**src/rtl/uart_pkg.sv**
```systemverilog
// uart_pkg: shared UART constants and receiver state type
// CLK_FREQ / BAUD_RATE / DIVIDER: default clocking; state_t: receiver FSM states
package uart_pkg;
    localparam int CLK_FREQ  = 100_000_000;
    localparam int BAUD_RATE = 9600;
    localparam int DIVIDER   = CLK_FREQ / BAUD_RATE;
    typedef enum logic [1:0] {IDLE, START, DATA, STOP} state_t;
endpackage

```
**src/rtl/uart_sync.sv**
```systemverilog
// uart_sync: 2-flop synchronizer with falling-edge detector for the RX line
// clk, rst (async, active-high): clocking; din: raw RX pin
// line: synchronized RX level; fall: one-cycle pulse on a synchronized 1->0 transition
module uart_sync (
    input  logic clk,
    input  logic rst,
    input  logic din,
    output logic line,
    output logic fall
);
    logic meta;
    logic prev;
    always_ff @(posedge clk or posedge rst) begin
        if (rst) begin
            meta <= 1'b1;
            line <= 1'b1;
            prev <= 1'b1;
        end else begin
            meta <= din;
            line <= meta;
            prev <= line;
        end
    end
    // prev must be high, so a line that stays low never fires again
    assign fall = prev & ~line;
endmodule

```
**src/rtl/uart_recv.sv**
```systemverilog
// uart_recv: 8N1 UART receiver sampling mid-bit, LSB first
// clk, rst (async, active-high): clocking; din: serial RX line, idle high
// valid: level, high from a good stop bit until the next start edge; data: last good byte
module uart_recv #(
    parameter int CLK_FREQ  = uart_pkg::CLK_FREQ,
    parameter int BAUD_RATE = uart_pkg::BAUD_RATE
) (
    input  logic       clk,
    input  logic       rst,
    input  logic       din,
    output logic       valid,
    output logic [7:0] data
);
    import uart_pkg::*;
    localparam int DIVIDER = CLK_FREQ / BAUD_RATE;
    localparam int CW = $clog2(DIVIDER);
    localparam logic [CW-1:0] HALF_LAST = CW'(DIVIDER / 2 - 1);
    localparam logic [CW-1:0] BIT_LAST  = CW'(DIVIDER - 1);
    logic          line;
    logic          fall;
    state_t        state_q, state_d;
    logic [CW-1:0] cnt_q, cnt_d;
    logic [2:0]    bit_q, bit_d;
    logic [7:0]    shift_q, shift_d;
    logic [7:0]    data_d;
    logic          valid_d;
    uart_sync sync (
        .clk  (clk),
        .rst  (rst),
        .din  (din),
        .line (line),
        .fall (fall)
    );
    always_ff @(posedge clk or posedge rst) begin
        if (rst) begin
            state_q <= IDLE;
            cnt_q   <= '0;
            bit_q   <= '0;
            shift_q <= '0;
            data    <= '0;
            valid   <= 1'b0;
        end else begin
            state_q <= state_d;
            cnt_q   <= cnt_d;
            bit_q   <= bit_d;
            shift_q <= shift_d;
            data    <= data_d;
            valid   <= valid_d;
        end
    end
    always_comb begin
        state_d = state_q;
        cnt_d   = cnt_q;
        bit_d   = bit_q;
        shift_d = shift_q;
        data_d  = data;
        valid_d = valid;
        case (state_q)
            IDLE: begin
                if (fall) begin
                    state_d = START;
                    cnt_d   = '0;
                    valid_d = 1'b0;
                end
            end
            START: begin
                cnt_d = cnt_q + 1'b1;
                if (cnt_q == HALF_LAST) begin
                    // a line back high at mid start bit was only a glitch
                    state_d = line ? IDLE : DATA;
                    cnt_d   = '0;
                    bit_d   = '0;
                end
            end
            DATA: begin
                cnt_d = cnt_q + 1'b1;
                if (cnt_q == BIT_LAST) begin
                    cnt_d   = '0;
                    shift_d = {line, shift_q[7:1]};
                    bit_d   = bit_q + 1'b1;
                    state_d = (bit_q == 3'd7) ? STOP : DATA;
                end
            end
            STOP: begin
                cnt_d = cnt_q + 1'b1;
                if (cnt_q == BIT_LAST) begin
                    cnt_d   = '0;
                    state_d = IDLE;
                    // a low stop bit is a framing error: drop the byte
                    data_d  = line ? shift_q : data;
                    valid_d = line | valid;
                end
            end
            default: state_d = IDLE;
        endcase
    end
endmodule

```
**config.mk**
```make
export PLATFORM = sky130hd
export DESIGN_NAME = uart_recv
export DESIGN_NICKNAME = d
export VERILOG_FILES = /design/src/rtl/uart_pkg.sv /design/src/rtl/uart_sync.sv /design/src/rtl/uart_recv.sv
export SDC_FILE = /design/constraint.sdc
export NUM_CORES = 1
export LEC_CHECK = 0
export CAP_MARGIN = 15
export CORE_ASPECT_RATIO = 0.6
export CORE_MARGIN = 5
export CORE_UTILIZATION = 60
export CTS_CLUSTER_SIZE = 12
export DETAILED_ROUTE_END_ITERATION = 6
export GPL_ROUTABILITY_DRIVEN = 0
export PLACE_DENSITY = 0.81
export SYNTH_ARGS = -nofsm -noshare
export SYNTH_HDL_FRONTEND = slang
export SYNTH_SLANG_ARGS = --single-unit
```
**constraint.sdc**
```tcl
create_clock -name clk -period 5.56 [get_ports clk]
set_input_delay 1.39 -clock clk [delete_from_list [all_inputs] [get_ports clk]]
set_output_delay 1.39 -clock clk [all_outputs]
set_load 0.1 [all_outputs]
```
==> flow_results.xml <==
<?xml version="1.0" encoding="UTF-8"?>
<metrics>
  <group name="run_status">
    <metric name="result_of_the_run" unit="">completed</metric>
  </group>
  <group name="sta">
    <metric name="unrepaired_setup_endpoints_after_global_routing" unit="">false</metric>
    <metric name="maxSlewHeadroom" unit="">0.348</metric>
    <metric name="achievable-frequency" unit="MHz">315</metric>
    <metric name="finalHoldWorstSlack" unit="ns">0.357</metric>
    <metric name="clock_skew_after_layout" unit="ns">0.00611</metric>
    <metric name="max_slew.worst_pin.slew" unit="ns">0.975</metric>
    <metric name="period_minus_slack" unit="ns">3.17</metric>
    <metric name="report.final.slew_viol_count" unit="">0</metric>
    <metric name="final-hold-violation-count" unit="">0</metric>
    <metric name="finalSetupViolCount" unit="">0</metric>
    <metric name="final_min_period_over_clock_period" unit="">0.571</metric>
    <metric name="finalSetupTns" unit="ns">0</metric>
  </group>
  <group name="detailed_routing">
    <metric name="drt-initial-drc-count" unit="">108</metric>
    <metric name="number_of_detailed_route_iterations_in_the_first_pass" unit="">4</metric>
    <metric name="route.detailed.wl_per_inst" unit="um">15.8</metric>
    <metric name="via_count" unit="">1312</metric>
    <metric name="detail_route.vias_per_cell" unit="">5.94</metric>
    <metric name="route.final.wire_length" unit="mm">3.49</metric>
    <metric name="detail-route-antenna-nets" unit="">0</metric>
    <metric name="remaining_drc_errors" unit="">0</metric>
  </group>
  <group name="cells_and_area">
    <metric name="synthToLayoutAreaGrowth" unit="%">13.0</metric>
    <metric name="diodes" unit="">0</metric>
    <metric name="finalCoreUtilization" unit="">0.730</metric>
    <metric name="post_route_cells_drive_above_1_share" unit="">0.218</metric>
    <metric name="finalNetCount" unit="">184</metric>
  </group>
  <group name="hold_path">
    <metric name="min_from" unit="">sync.meta</metric>
    <metric name="min_path_cells" unit="">0</metric>
    <metric name="timing.hold.worst_endpoint" unit="">sync.line</metric>
    <metric name="hold_path.class" unit="">reg2reg</metric>
  </group>
  <group name="power_and_ir_drop">
    <metric name="power.density_cell_area" unit="nW/um^2">329</metric>
    <metric name="vdd.ir_drop.worst" unit="mV">0.324</metric>
    <metric name="leakagePower" unit="nW">0.971</metric>
  </group>
  <group name="global_route">
    <metric name="first_global_vias" unit="">1278</metric>
    <metric name="grt_antenna_before_repair" unit="">0</metric>
    <metric name="grtUsageTotal" unit="">0.190</metric>
    <metric name="gr-total-overflow" unit="">0</metric>
    <metric name="maximum_number_of_pins_on_one_net_before_global_route_repair" unit="">40</metric>
    <metric name="grt_first_pass_wirelength" unit="mm">6.13</metric>
  </group>
  <group name="floorplan">
    <metric name="num_rows" unit="">15</metric>
    <metric name="die-area" unit="sq um">4440</metric>
    <metric name="initial_utilization" unit="">0.646</metric>
    <metric name="design.core.area" unit="sq um">2950</metric>
    <metric name="chipWidth" unit="um">82.7</metric>
    <metric name="die_y" unit="um">53.6</metric>
    <metric name="io_count" unit="">12</metric>
  </group>
  <group name="synth">
    <metric name="syn-mean-instance-area" unit="sq um">11.4</metric>
    <metric name="synth.yosys.seq_area_share" unit="">0.515</metric>
    <metric name="number_of_enable_type_register_cells_in_the_synthesized_netlist" unit="">0</metric>
    <metric name="yosys.cell_types.count" unit="">45</metric>
    <metric name="mappedNetlistArea" unit="sq um">1900</metric>
    <metric name="ys_warn_count" unit="">0</metric>
    <metric name="synth_async_sr_flop_share" unit="">1.00</metric>
    <metric name="synth_cells" unit="">167</metric>
    <metric name="synth-seq-cells" unit="">39</metric>
    <metric name="syn-num-nets" unit="">173</metric>
    <metric name="synth_flop_cell" unit="">dfrtp_1</metric>
  </group>
  <group name="cts">
    <metric name="worstSkewPairLatency" unit="ns">0.29</metric>
    <metric name="count_of_cells_resized_by_post_cts_repair" unit="">0</metric>
    <metric name="cts.sinks" unit="">39</metric>
    <metric name="clock-root-buffer" unit="">clkbuf_8</metric>
    <metric name="clock_tree.buffer_depth" unit="">2</metric>
    <metric name="post-cts-setup-buffer-count" unit="">0</metric>
    <metric name="tritoncts" unit="">yes</metric>
    <metric name="cts_hold_repair.buffers" unit="">0</metric>
    <metric name="clk_transition_reported_paths" unit="ns">0.08</metric>
    <metric name="htreeDepth" unit="">2</metric>
    <metric name="cts_made_buffers" unit="">5</metric>
  </group>
  <group name="setup_path">
    <metric name="ff2ff_setup_slack" unit="ns">3.36</metric>
    <metric name="cp-end-kind" unit="">output port</metric>
    <metric name="crit_family" unit="">buffers and inverters</metric>
    <metric name="critPathSlowestCell" unit="">clkdlybuf4s50_1</metric>
    <metric name="worst_r2r_endpoint" unit="">shift_q[5]</metric>
    <metric name="timing.reg2reg.worst_path_depth" unit="">5</metric>
    <metric name="worst-setup-path-type" unit="">reg2out</metric>
    <metric name="crit_path_max_fanout" unit="">2</metric>
    <metric name="crit_chain" unit="">clkdlybuf4s50_1</metric>
    <metric name="origin_of_the_critical_flop_to_flop_path" unit="">cnt_q[0]</metric>
    <metric name="critical_path_arrival" unit="ns">1.78</metric>
    <metric name="cp_num_buf_inv" unit="">1</metric>
    <metric name="worst_setup_path_start_kind" unit="">register</metric>
    <metric name="cp_data_required_time" unit="ns">4.17</metric>
    <metric name="cp_slowest_stage_delay" unit="ns">1.14</metric>
  </group>
  <group name="job">
    <metric name="cap_viol_max_count" unit="">0</metric>
  </group>
  <group name="placed_design">
    <metric name="io_buffers" unit="">11</metric>
    <metric name="detailedPlacementHpwl" unit="mm">2.46</metric>
  </group>
</metrics>
-- layer usage --
metal	global-route usage	vias to the layer above	wire, um	part of all wire
li1	-	633	-	-
met5	0	-	0	0
met4	0.0571	0	30	0.0086
met1	0.271	638	1730	0.49
met3	0.0602	4	211	0.061
met2	0.277	37	1520	0.44
-- cell usage after synthesis (2+ instances only) --
master,number,share of area
a21o_1,2,0.0079
a21oi_1,6,0.016
a22o_1,5,0.023
a31oi_1,6,0.020
buf_2,4,0.011
clkbuf_1,2,0.0039
dfrtp_1,36,0.47
dfstp_2,3,0.041
ha_1,3,0.020
inv_1,7,0.014
mux2_2,16,0.095
mux2i_1,3,0.016
nand2_1,12,0.024
nand2b_1,4,0.013
nand3_1,7,0.018
nand4_1,4,0.013
nand4b_1,3,0.014
nor2_1,6,0.012
nor3_1,4,0.011
o21a_1,2,0.0079
o21ai_0,6,0.016
or3_1,2,0.0066
xnor2_1,2,0.0092
-- sequential cells by signal, summed over array words and instances (netlist names), named ones only --
register and count:
valid 1, data 8, sync.line 1, bit_q 3
shift_q 8, cnt_q 14, sync.prev 1, sync.meta 1
state_q 1
-- area by class of cell --
type / count / area, sq um
inverter: 7 / 26.3
fill: 205 / 796
multi-input combinational: 112 / 850
sequential: 39 / 980
timing repair buffer: 13 / 125
clock inverter: 2 / 35.0
tap: 42 / 52.6
clock buffer: 6 / 82.6
-- cell families after synthesis --
kind of cell / after synthesis / share of synthesized area
AO/OA/AOI/OAI: 32 / 0.120
XOR/XNOR: 3 / 0.0138
adder cells (fa/ha/maj): 3 / 0.0197
buffers and inverters: 16 / 0.0388
flip-flops: 39 / 0.515
multiplexers: 19 / 0.110
AND/OR/NAND/NOR: 55 / 0.182
-- worst reg2reg max path, stage by stage (launching register included) --
cell and delay [ns]:
dfrtp_1 0.41, ha_1 0.32, and4_1 0.33, nand4_4 0.17, nor3b_4 0.46, mux2_2 0.39
-- report_power, final --
group | switching, W | internal, W | leakage, nW
combinational | 0.0000791 | 0.0000480 | 0.382
sequential | 0.0000364 | 0.000304 | 0.529
clock | 0.0000949 | 0.000145 | 0.0612
-- layout by cell type, fill, tap and decap left out, drive strengths merged, types with 7 or more instances in the layout --
master / instances
nand2: 12
nand3: 7
o21ai: 7
inv: 7
dfrtp: 36
clkdlybuf4s50: 11
mux2: 16
nor2: 7
-- how the worst max path moves through the flow --
stage / startpoint / end / cells after the start
3_3_place_gp: data[7] / data[7] / 1
3_5_place_dp: data[4] / data[4] / 1
2_1_floorplan: valid / valid / 0
6_report: data[6] / data[6] / 1
5_1_grt: data[6] / data[6] / 1
4_1_cts: data[6] / data[6] / 1
-- metrics by stage --
stage               total power, W  cell area (sq um)  setup WS [ns]  instances
finish                    0.000707               2150           2.39        221
global route              0.000749               2150           2.32        221
CTS                       0.000710               2150           2.37        221
detailed placement        0.000469               2030           2.69        213
global placement          0.000461               2030           2.71        213
floorplan                 0.000447               1900           3.27        167
No activity file was read; power rests on OpenSTA's default activity.
